## config.mk

```make
export PLATFORM = sky130hd
export DESIGN_NAME = button_matrix_scanner
export DESIGN_NICKNAME = d
export VERILOG_FILES = /design/src/rtl/button_matrix_scanner.sv
export SDC_FILE = /design/constraint.sdc
export NUM_CORES = 1
export LEC_CHECK = 0
export BUFFER_PORTS_ARGS = -buffer_cell sky130_fd_sc_hd__buf_2
export CAP_MARGIN = 20
export CORE_UTILIZATION = 45
export CTS_BUF_LIST = sky130_fd_sc_hd__clkbuf_8
export DETAILED_ROUTE_END_ITERATION = 10
export PLACE_DENSITY = 0.7
export RECOVER_POWER = 25
export SYNTH_ARGS = -nofsm -noshare
export SYNTH_HDL_FRONTEND = slang
export SYNTH_SLANG_ARGS = --single-unit
```

## constraint.sdc

```tcl
create_clock -name clk -period 6.09 [get_ports clk]
set_clock_uncertainty 0.2 [all_clocks]
set_input_delay 1.218 -clock clk [delete_from_list [all_inputs] [get_ports clk]]
set_output_delay 1.218 -clock clk [all_outputs]
set_load 0.005 [all_outputs]
```

## src/rtl/button_matrix_scanner.sv

```systemverilog
// button_matrix_scanner: column-strobed N x N switch matrix reader.
// Drives one column at a time, samples the rows on the last settle clock of
// that column, assembles an N*N bitmap (bit N*row+col) and accepts a new
// bitmap only after DEBOUNCE_SCANS consecutive identical frames.
module button_matrix_scanner #(
  parameter int N              = 5,
  parameter int SETTLE_CYCLES  = 4,
  parameter int DEBOUNCE_SCANS = 3
) (
  input  logic                 clk,
  input  logic                 rst,
  input  logic                 ena,
  input  logic [N-1:0]         rows_in,
  output logic [N-1:0]         cols_out,
  output logic [$clog2(N):0]   x,
  output logic [N*N-1:0]       buttons,
  output logic                 scan_done,
  output logic                 changed
);

  localparam int XW = $clog2(N) + 1;
  localparam int SW = $clog2(SETTLE_CYCLES + 1);
  localparam int CW = $clog2(DEBOUNCE_SCANS + 1);

  localparam logic [XW-1:0] X_LAST      = XW'(N - 1);
  localparam logic [SW-1:0] SETTLE_LAST = SW'(SETTLE_CYCLES - 1);
  localparam logic [CW-1:0] CNT_MAX     = CW'(DEBOUNCE_SCANS);

  typedef enum logic [1:0] {
    IDLE  = 2'd0,
    DRIVE = 2'd1,
    EVAL  = 2'd2
  } state_t;

  state_t           state_q, state_d;
  logic [XW-1:0]    x_q, x_d;
  logic [SW-1:0]    settle_q, settle_d;
  logic [N*N-1:0]   raw_q, raw_d;
  logic [N*N-1:0]   cand_q, cand_d;
  logic [CW-1:0]    cnt_q, cnt_d;
  logic [N*N-1:0]   btn_q, btn_d;
  logic [N-1:0]     cols_q, cols_d;
  logic             done_q, done_d;
  logic             chg_q, chg_d;

  // Next-state, frame assembly and debounce decision.
  always_comb begin
    state_d  = state_q;
    x_d      = x_q;
    settle_d = settle_q;
    raw_d    = raw_q;
    cand_d   = cand_q;
    cnt_d    = cnt_q;
    btn_d    = btn_q;
    done_d   = 1'b0;
    chg_d    = 1'b0;

    case (state_q)
      IDLE: begin
        x_d      = '0;
        settle_d = '0;
        if (ena) begin
          state_d = DRIVE;
        end else begin
          state_d = IDLE;
        end
      end

      DRIVE: begin
        if (!ena) begin
          // Abandon the partial frame; candidate and buttons survive.
          state_d  = IDLE;
          x_d      = '0;
          settle_d = '0;
          cnt_d    = '0;
        end else if (settle_q == SETTLE_LAST) begin
          for (int r = 0; r < N; r++) begin
            for (int c = 0; c < N; c++) begin
              if (x_q == XW'(c)) begin
                raw_d[N*r+c] = rows_in[r];
              end else begin
                raw_d[N*r+c] = raw_q[N*r+c];
              end
            end
          end
          settle_d = '0;
          if (x_q == X_LAST) begin
            state_d = EVAL;
            x_d     = '0;
          end else begin
            x_d = x_q + XW'(1);
          end
        end else begin
          settle_d = settle_q + SW'(1);
        end
      end

      EVAL: begin
        state_d  = ena ? DRIVE : IDLE;
        x_d      = '0;
        settle_d = '0;
        done_d   = 1'b1;
        if (raw_q == cand_q) begin
          if (cnt_q < CNT_MAX) begin
            cnt_d = cnt_q + CW'(1);
          end else begin
            cnt_d = cnt_q;
          end
        end else begin
          cand_d = raw_q;
          cnt_d  = CW'(1);
        end
        if ((cnt_d == CNT_MAX) && (raw_q != btn_q)) begin
          btn_d = raw_q;
          chg_d = 1'b1;
        end else begin
          btn_d = btn_q;
          chg_d = 1'b0;
        end
      end

      default: begin
        state_d  = IDLE;
        x_d      = '0;
        settle_d = '0;
      end
    endcase

    // Column drive follows the upcoming state so it is registered with x.
    for (int c = 0; c < N; c++) begin
      cols_d[c] = (state_d == DRIVE) && (x_d == XW'(c));
    end
  end

  // State and datapath registers, cleared asynchronously.
  always_ff @(posedge clk or posedge rst) begin
    if (rst) begin
      state_q  <= IDLE;
      x_q      <= '0;
      settle_q <= '0;
      raw_q    <= '0;
      cand_q   <= '0;
      cnt_q    <= '0;
      btn_q    <= '0;
      cols_q   <= '0;
      done_q   <= 1'b0;
      chg_q    <= 1'b0;
    end else begin
      state_q  <= state_d;
      x_q      <= x_d;
      settle_q <= settle_d;
      raw_q    <= raw_d;
      cand_q   <= cand_d;
      cnt_q    <= cnt_d;
      btn_q    <= btn_d;
      cols_q   <= cols_d;
      done_q   <= done_d;
      chg_q    <= chg_d;
    end
  end

  assign cols_out  = cols_q;
  assign x         = x_q;
  assign buttons   = btn_q;
  assign scan_done = done_q;
  assign changed   = chg_q;

endmodule
```

==> run metrics <==
xor and xnor area share after synthesis=0.1073; io pins=44; register area share after synthesis=0.5591; largest net degree at the start of global routing=61; pre-CTS setup slack=2.757 ns; Slowest Stage Delay on Critical Path=1.82 ns; RSZ-0062 raised after global routing=false; share of layout cells above drive strength 1=0.3833; floorplan row count=34; Initial Util=0.4704; share of flip-flops with an asynchronous set or reset=1.000; die width=98.18 um; dominant cells by area after synthesis=dfrtp_1 (56%), mux2_2 (20%), xor2_1 (7.4%), xnor2_1 (3.4%), ha_1 (1.5%); DRT Pass-1 Iters=9; #FFs+latches synth=93; H-tree levels=3; Post-synth top cells=dfrtp_1 (93), mux2_2 (73), xor2_1 (35), xnor2_1 (16), nand2_1 (10); Final setup viols=0; startpoint types=input port; Longest Clk Path Bufs=2; DP Wirelength=5831 um; Die ar.=9639 sq um; ant diodes=0; placed cell area=4491 sq um; Max VDD drop=0.09625 mV; fin nets=369; Yosys warning count=0; CTS buffer count=9; Design Area, Final=4683 sq um; core area=8848 sq um; CP Capture Type=asynchronous set/reset pin; number of global-route vias before repair=2,631; outcome=complete, but fails checks; power per standard cell area=231.0 nW/um^2; simple-gate share of the synthesized area=0.07424; worst-path cell chain=buf_2 > clkinvlp_2 > clkbuf_1; cts repair resizes=0; Net Count, Synth=318; max_cap viols=1; Avg WL per Cell=17.49 um; CP required=5.84 ns; clock-pin slew on the worst setup and hold paths=0.10 ns; actual slew at the worst max-slew pin=2.500 ns; failing checks=design-rule violations, max-capacitance violations, max-slew violations; mux cell area share after synthesis=0.2053; Final Hold Fails=0; Final WS setup=2.294 ns; fin crit share=0.6232; GRT Total Usage=0.1908; largest family of logic cells by synthesized area=multiplexers; vias=2,515; first-pass GRT wire length=14,030 um; slowest CP cell=clkbuf_1; final wirelength=8185 um; Post-CTS Setup Inserts=0; setup_tns=0 ns; Synth area leader=dfrtp_1; Mapped Area=4163 sq um; vias per cell=5.374; Die Ht=98.18 um; initial antenna violation count=0; most frequent cell after synthesis=dfrtp_1; global placement routability congestion=0.8282; slew margin rel.=-0.6668; Synth cell types=31; cells after synthesis=305; area delta synth->final=12.50%; predominant post-synthesis flop cell=dfrtp_1; Leakage=2.593 nW; Top delay family on crit path=buffers and inverters; Sink Count=93; EDFF count, synth=0; Buf/Inv on CP=3; Compound-Gate Fraction of Synth Area=0.02284; clk root buf=clkbuf_8; Hold-fix buffers, CTS=0; fin. max-slew vios=48; CTS tree=built; Iter 0 DRT Violations=88; IO buf count=43; GRT overflow=0; worst-path fanout max=47; critical setup path kind=in -> async; worst skew pair latency=0.37 ns; Fillers=779; post-layout min period=3.796 ns; synthesized-area fraction occupied by adder cells=0.01503; arrival time at the worst endpoint=3.54 ns; Hold Path Class=reg -> reg; Peak Freq=263.5 MHz; top-area cell type share of the netlist area=0.5591; # DRC=1; synthesized area per cell=13.65 sq um; Antenna Violating Nets Remaining=0
-- final timing paths --
kind / from / to / slack (ns) / depth (start not counted)
worst max-delay path: rst / x[1]$_DFF_PP0_ / 2.29 / 3
worst min-delay path: settle_q[0]$_DFF_PP0_ / settle_q[0]$_DFF_PP0_ / 0.25 / 1
worst max register to register: raw_q[7]$_DFFE_PP0P_ / buttons[0]$_DFFE_PP0P_ / 2.94 / 6
worst min register to register: settle_q[0]$_DFF_PP0_ / settle_q[0]$_DFF_PP0_ / 0.25 / 1
max in group clk: raw_q[7]$_DFFE_PP0P_ / buttons[0]$_DFFE_PP0P_ / 2.94 / 6
min in group asynchronous: rst / buttons[4]$_DFFE_PP0P_ / 0.68 / 2
-- report_power, final --
part	switching (mW)	total [mW]	internal (mW)	leakage, nW
Sequential	0.00705	0.629	0.622	1.29
Combinational	0.0315	0.0466	0.0150	1.22
Clock	0.220	0.407	0.187	0.0833
-- flip-flops by register name (all words and copies together) (netlist names) --
| name | flops |
|---|---|
| state_q | 2 |
| raw_q | 25 |
| scan_done | 1 |
| cnt_q | 2 |
| x | 4 |
| cols_out | 5 |
| settle_q | 3 |
| changed | 1 |
| buttons | 25 |
| cand_q | 25 |
-- placed cells by master, fill, tap and decap left out, types with 4 or more instances in the layout --
master      synthesis  final
nor4_1              8      8
xnor2_1            16     16
inv_1               7      6
nor2_1              7      7
buf_2               3     43
clkbuf_8            0      9
xor2_1             35     35
nand2_1            10     10
dfrtp_1            93     93
mux2_2             73     73
nand4_1             5      5
nor3_1              7      7
ha_1                5      5
o21ai_0             5      5
a21oi_1             4      4
clkinvlp_4          0      4
-- metal layers --
layer,global-route usage,share of wire,wire [um],up-vias
li1,-,-,-,1173
met1,0.2560,0.47,3848,1287
met2,0.3158,0.49,3971,44
met3,0.03364,0.035,288,11
met4,0.06200,0.0095,78,0
met5,0,0,0,-
-- cell families after synthesis --
| kind of cell | after synthesis |
|---|---|
| compound gates | 13 |
| mux | 76 |
| simple gates | 54 |
| fa+ha+maj | 5 |
| buf+inv | 13 |
| xor+xnor | 51 |
| flops | 93 |
-- final cells by class --
cell class                 instances  area (sq um)  area share
sequential                        93          2327      0.4969
multi-input combinational        199          1770      0.3780
timing repair buffer              46         234.0     0.04996
tap                              108         135.1     0.02885
clock buffer                       9         123.9     0.02645
clock inverter                     6         65.06     0.01389
inverter                           7         27.53    0.005878
-- stage by stage --
stage,power [mW],std cells,hold WS [ns],utilization
after floorplan,0.6701,305,0.2192,-
after global placement,0.6880,452,0.2301,0.5075
after detailed placement,0.6887,452,0.2351,0.5075
after CTS,1.092,467,0.2486,0.5288
after global routing,1.118,468,0.2943,0.5293
final,1.082,468,0.2515,0.5293
No activity file was read; power rests on OpenSTA's default activity.
